$ cat src/rtl/mult_seq_ctrl.sv
// Sequential shift-and-add unsigned multiplier: one partial-product step per clock,
// WIDTH steps per operation, product and overflow flag delivered with a one-cycle done pulse.
module mult_seq_ctrl #(
  parameter int WIDTH = 4
) (
  input  logic               clk,
  input  logic               rst_n,
  input  logic               start,
  input  logic [WIDTH-1:0]   b,
  input  logic [WIDTH-1:0]   c,
  output logic               busy,
  output logic               done,
  output logic [2*WIDTH-1:0] s,
  output logic               cout
);

  localparam int CW = (WIDTH > 2) ? $clog2(WIDTH) : 1;
  localparam logic [CW-1:0] LAST_STEP = CW'(WIDTH - 1);

  typedef enum logic [1:0] {
    IDLE,
    CALC,
    DONE
  } state_t;

  state_t               state_q, state_d;
  logic [WIDTH-1:0]     m_q, m_d;
  logic [WIDTH-1:0]     q_q, q_d;
  logic [WIDTH:0]       a_q, a_d;
  logic [CW-1:0]        cnt_q, cnt_d;
  logic                 busy_q, busy_d;
  logic                 done_q, done_d;
  logic [2*WIDTH-1:0]   s_q, s_d;
  logic                 cout_q, cout_d;
  logic [WIDTH:0]       sum;

  // A's top bit is always zero after the shift, so adding the full register
  // gives the same WIDTH+1-bit sum as adding only its lower WIDTH bits.
  assign sum = a_q + {1'b0, (q_q[0] ? m_q : '0)};

  always_comb begin
    // NOTE: every _d gets a default from its _q first so no path leaves a
    // variable unassigned, which would otherwise infer a latch.
    state_d = state_q;
    m_d     = m_q;
    q_d     = q_q;
    a_d     = a_q;
    cnt_d   = cnt_q;
    busy_d  = busy_q;
    done_d  = done_q;
    s_d     = s_q;
    cout_d  = cout_q;

    unique case (state_q)
      IDLE: begin
        if (start) begin
          m_d     = b;
          q_d     = c;
          a_d     = '0;
          cnt_d   = '0;
          busy_d  = 1'b1;
          state_d = CALC;
        end
      end
      CALC: begin
        // Right shift of carry:sum:Q; the carry lands in A's MSB-1 and is never lost.
        a_d   = {1'b0, sum[WIDTH:1]};
        q_d   = {sum[0], q_q[WIDTH-1:1]};
        cnt_d = cnt_q + 1'b1;
        if (cnt_q == LAST_STEP) begin
          busy_d  = 1'b0;
          done_d  = 1'b1;
          s_d     = {sum, q_q[WIDTH-1:1]};
          cout_d  = |sum[WIDTH:1];
          state_d = DONE;
        end
      end
      DONE: begin
        done_d  = 1'b0;
        state_d = IDLE;
      end
      default: state_d = IDLE;
    endcase
  end

  // NOTE: sequential state uses non-blocking assignments so every flop samples
  // the pre-edge values regardless of statement order.
  always_ff @(posedge clk or negedge rst_n) begin
    if (!rst_n) begin
      state_q <= IDLE;
      m_q     <= '0;
      q_q     <= '0;
      a_q     <= '0;
      cnt_q   <= '0;
      busy_q  <= 1'b0;
      done_q  <= 1'b0;
      s_q     <= '0;
      cout_q  <= 1'b0;
    end else begin
      state_q <= state_d;
      m_q     <= m_d;
      q_q     <= q_d;
      a_q     <= a_d;
      cnt_q   <= cnt_d;
      busy_q  <= busy_d;
      done_q  <= done_d;
      s_q     <= s_d;
      cout_q  <= cout_d;
    end
  end

  assign busy = busy_q;
  assign done = done_q;
  assign s    = s_q;
  assign cout = cout_q;

endmodule

$ cat config.mk
export PLATFORM = sky130hd
export DESIGN_NAME = mult_seq_ctrl
export DESIGN_NICKNAME = d
export VERILOG_FILES = /design/src/rtl/mult_seq_ctrl.sv
export SDC_FILE = /design/constraint.sdc
export NUM_CORES = 1
export LEC_CHECK = 0
export CAP_MARGIN = 10
export CORE_MARGIN = 1.5
export CORE_UTILIZATION = 55
export DETAILED_ROUTE_END_ITERATION = 8
export PLACE_DENSITY = 0.91
export SLEW_MARGIN = 10
export SYNTH_ARGS = -nofsm -noshare
export SYNTH_HDL_FRONTEND = slang
export SYNTH_SLANG_ARGS = --single-unit
export TNS_END_PERCENT = 20
$ cat constraint.sdc
create_clock -name clk -period 4.7 [get_ports clk]
set_input_delay 0.705 -clock clk [delete_from_list [all_inputs] [get_ports clk]]
set_output_delay 0.705 -clock clk [all_outputs]
set_load 0.03 [all_outputs]
==> flow_summary.rst <==
.. list-table::
   :header-rows: 1

   * - Metric
     - Value
   * - Static leakage
     - ~0.70 nW
   * - Buffers and inverters on the worst path
     - 1
   * - Place WS
     - approximately 2.6 ns
   * - Setup crit start
     - busy
   * - Number of cells produced by synthesis
     - 102
   * - Critical path endpoint
     - busy
   * - Number of warnings printed during yosys synthesis
     - 0
   * - Slew @ Worst Pin
     - 0.568 ns
   * - Synthesis-to-layout area growth
     - 20.5%
   * - Clock Root Buffer
     - sky130_fd_sc_hd__clkbuf_4
   * - Routed vias/inst
     - ~5.5
   * - Sum of routed wire length over all layers
     - 2230 um
   * - Number of placement rows
     - 17
   * - Most common cell after layout, fill and taps aside
     - sky130_fd_sc_hd__dfrtp_1
   * - H-tree level count
     - 1
   * - Worst slew margin
     - 62.2%
   * - Startpoint type of the worst setup path
     - flop
   * - Number of filler cells placed in the layout
     - 169
   * - Required arrival time at the worst endpoint
     - about 4 ns
   * - Total via count in the routed design
     - between 800 and 900
   * - Library cell contributing the largest single delay on the critical path
     - sky130_fd_sc_hd__clkdlybuf4s50_1
   * - CP top delay family
     - buffers and inverters
   * - Max cap viols
     - 0
   * - Routed length per instance
     - approximately 15 um
   * - Path type of the worst min-delay path
     - primary input to asynchronous set/reset pin
   * - Total grt overflow
     - 0
   * - DRC Markers
     - 0
   * - Latest clock arrival within the worst-skew pair
     - between 0.3 and 0.4 ns
   * - Post-CTS clock slew at the launch and capture registers of the worst setup and hold paths
     - roughly 0.13 ns
   * - Layout cells sized above 1
     - about 16%
   * - Overall die area
     - about 2600 um^2
   * - Die width
     - 50.7 um
   * - Final Skew
     - around 0.0066 ns
   * - Post-layout instance area
     - between 1500 and 2000 um^2
   * - Net count reported at finish
     - approximately 140
   * - Hold bufs inserted after CTS
     - 0
   * - Total negative slack for setup checks
     - 0 ns
   * - Final worst path period share
     - a little under half
   * - Synth area leaders
     - sky130_fd_sc_hd__dfrtp_1 54%, sky130_fd_sc_hd__mux2_4 7.2%, sky130_fd_sc_hd__ha_1 5.0%, sky130_fd_sc_hd__mux2_2 3.6%, sky130_fd_sc_hd__o21ai_0 3.2%
   * - Distinct cell type count of the synthesized netlist
     - 28
   * - Final number of max-transition violations
     - 0
   * - Power density over cell area
     - ~640 nW/um^2
   * - Post-Route Utilization
     - between 60 and 70%
   * - Number of endpoints with negative hold slack in the final report
     - 0
   * - Part of the Yosys area used for sequential elements
     - 54.1%
   * - WHS
     - between 0.3 and 0.4 ns
   * - Number of buffers inserted during clock tree synthesis
     - 3
   * - I/O Pins
     - 22
   * - Endpoint class of the critical path
     - primary output
   * - Total track usage
     - a little over a fifth
   * - Total standard cell area after synthesis
     - 1250 um^2
   * - Initial standard-cell utilization of the core
     - between 50 and 60%
   * - Min setup slack post-route
     - ~2.6 ns
   * - Launching point of the worst reg2reg path
     - q_q[0]
   * - Leading cell types in the layout, fill and taps excluded
     - 27 x sky130_fd_sc_hd__dfrtp_1, 20 x sky130_fd_sc_hd__clkdlybuf4s50_1, 10 x sky130_fd_sc_hd__nand2_1
   * - Setup slack on the worst flop-to-flop path
     - approximately 2.8 ns
   * - Area post-placement
     - ~1500 um^2
   * - Iteration-0 DRC Markers
     - 5
   * - Worst R2R End
     - cout
   * - Vias in the first global route
     - 911
   * - Worst setup path class
     - flop to primary output
   * - Final setup violation count
     - 0
   * - Global-route wire length before repair
     - approximately 4000 um
   * - CTS tree
     - built
   * - Clock period minus final worst setup slack
     - 2.13 ns
   * - Antenna diode instance count
     - 0
   * - Hpwl dp
     - ~1700 um
   * - Number of antenna violations at the first check in global routing
     - 0
   * - CP Cell Sequence
     - clkdlybuf4s50_1
   * - Largest vdd supply drop
     - approximately 0.46 mV
   * - Die outline height
     - around 50 um
   * - Seq cells post-synth
     - 27
   * - Max Freq
     - roughly 470 MHz
   * - GP Congestion
     - 0.837
   * - Number of buffers inserted to repair setup after CTS
     - 0
   * - Number of buffers added on ports
     - 21
   * - # resized after CTS
     - 0
   * - Crit path max fanout
     - 3
   * - Detailed Routing Iterations Pass 1
     - 4
   * - Placeable core area
     - about 2200 um^2
   * - RSZ-0062 raised after global routing
     - false
   * - Remaining number of nets flagged by the antenna check after routing
     - 0
   * - Result of the run
     - complete, no violations
   * - Number of cells on the worst reg-to-reg path
     - 6
   * - Syn nets
     - around 120
   * - Data arrival time of the critical path
     - roughly 1.4 ns
   * - Crit-path max cell delay
     - ~0.7 ns
   * - Max Root-Sink Buffers
     - 2
   * - Largest net degree at the start of global routing
     - 28
   * - Synthesized area per cell
     - approximately 12 um^2
   * - Cell type with the largest total area after synthesis
     - sky130_fd_sc_hd__dfrtp_1
   * - Clock sink total
     - 27
   * - Number of gates on the worst path with buffers counted
     - 1
   * - Fraction of post-synthesis cell area in the top cell type by area
     - between 50% and 60%
-- flip-flops by register name, summed over array words and instances (netlist names) --
register	count
done	1
cnt_q	2
m_q	4
cout	1
busy	1
a_q	4
s	8
state_q	2
q_q	4
-- per-layer routing --
| metal | global-route usage, % | share of wire [%] | vias to the layer above |
|---|---|---|---|
| li1 | - | - | 401 |
| met1 | 27.5 | 43 | 423 |
| met2 | 35.1 | 52 | 17 |
| met3 | 3.57 | 3.1 | 5 |
| met4 | 10.8 | 2.2 | 0 |
| met5 | 0 | 0 | - |
-- through the flow --
| step | instances | power, mW |
|---|---|---|
| finish | 153 | 0.961 |
| global route | 153 | 1.03 |
| CTS | 153 | 0.969 |
| detailed placement | 149 | 0.872 |
| global placement | 149 | 0.850 |
| floorplan | 102 | 0.722 |
-- worst reg2reg max path, cell delays in order (launching register included) --
cell	delay, ns
sky130_fd_sc_hd__dfrtp_1	0.43
sky130_fd_sc_hd__and2_1	0.15
sky130_fd_sc_hd__ha_1	0.20
sky130_fd_sc_hd__fa_1	0.43
sky130_fd_sc_hd__a21o_1	0.20
sky130_fd_sc_hd__a21oi_1	0.26
sky130_fd_sc_hd__a31oi_1	0.13
-- worst min path at each step --
stage | slack [ns] | end | depth (start not counted) | start
2_1_floorplan | 0.41 | a_q[0] | 0 | rst_n
3_3_place_gp | 0.46 | s[6] | 2 | s[6]
3_5_place_dp | 0.47 | s[6] | 2 | s[6]
4_1_cts | 0.50 | s[6] | 2 | s[6]
5_1_grt | 0.38 | s[6] | 1 | rst_n
6_report | 0.35 | cout | 1 | rst_n
-- report_power, final --
| part | total (mW) | internal [mW] | leakage [nW] | switching (mW) |
|---|---|---|---|---|
| logic | 0.458 | 0.223 | 0.352 | 0.234 |
| registers | 0.405 | 0.326 | 0.335 | 0.0800 |
| clock network | 0.0977 | 0.0333 | 0.0150 | 0.0644 |
-- area by class of cell --
type	instances	area, um^2	area share [%]
Multi-Input combinational cell	70	551	36.5
Sequential cell	27	676	44.9
Tap cell	28	35.0	2.33
Clock buffer	4	26.3	1.74
Timing Repair Buffer	21	205	13.6
Inverter	3	13.8	0.914
-- cell usage after synthesis --
| master | number |
|---|---|
| sky130_fd_sc_hd__nor2_1 | 2 |
| sky130_fd_sc_hd__nor2b_1 | 1 |
| sky130_fd_sc_hd__nand2_1 | 10 |
| sky130_fd_sc_hd__inv_1 | 1 |
| sky130_fd_sc_hd__mux2_2 | 4 |
| sky130_fd_sc_hd__a31oi_1 | 1 |
| sky130_fd_sc_hd__xor2_1 | 2 |
| sky130_fd_sc_hd__a21o_1 | 2 |
| sky130_fd_sc_hd__o21ai_4 | 1 |
| sky130_fd_sc_hd__nor3_1 | 1 |
| sky130_fd_sc_hd__mux2_4 | 6 |
| sky130_fd_sc_hd__a22o_1 | 3 |
| sky130_fd_sc_hd__dfrtp_1 | 27 |
| sky130_fd_sc_hd__o21ai_1 | 4 |
| sky130_fd_sc_hd__a22oi_1 | 3 |
| sky130_fd_sc_hd__and2b_4 | 1 |
| sky130_fd_sc_hd__nand2b_1 | 2 |
| sky130_fd_sc_hd__a21oi_1 | 6 |
| sky130_fd_sc_hd__and2_1 | 4 |
| sky130_fd_sc_hd__nor2_2 | 1 |
| sky130_fd_sc_hd__ha_1 | 5 |
| sky130_fd_sc_hd__and3b_1 | 1 |
| sky130_fd_sc_hd__buf_2 | 2 |
| sky130_fd_sc_hd__fa_1 | 1 |
| sky130_fd_sc_hd__inv_4 | 1 |
| sky130_fd_sc_hd__o21ai_0 | 8 |
| sky130_fd_sc_hd__inv_2 | 1 |
| sky130_fd_sc_hd__nand2_8 | 1 |
-- cells by family after synthesis --
kind of cell,synth area share [%]
flops,54.1
buf+inv,1.90
xor+xnor,1.40
mux,10.8
fa+ha+maj,6.61
simple gates,11.1
compound gates,14.1
No activity file was read; power rests on OpenSTA's default activity.
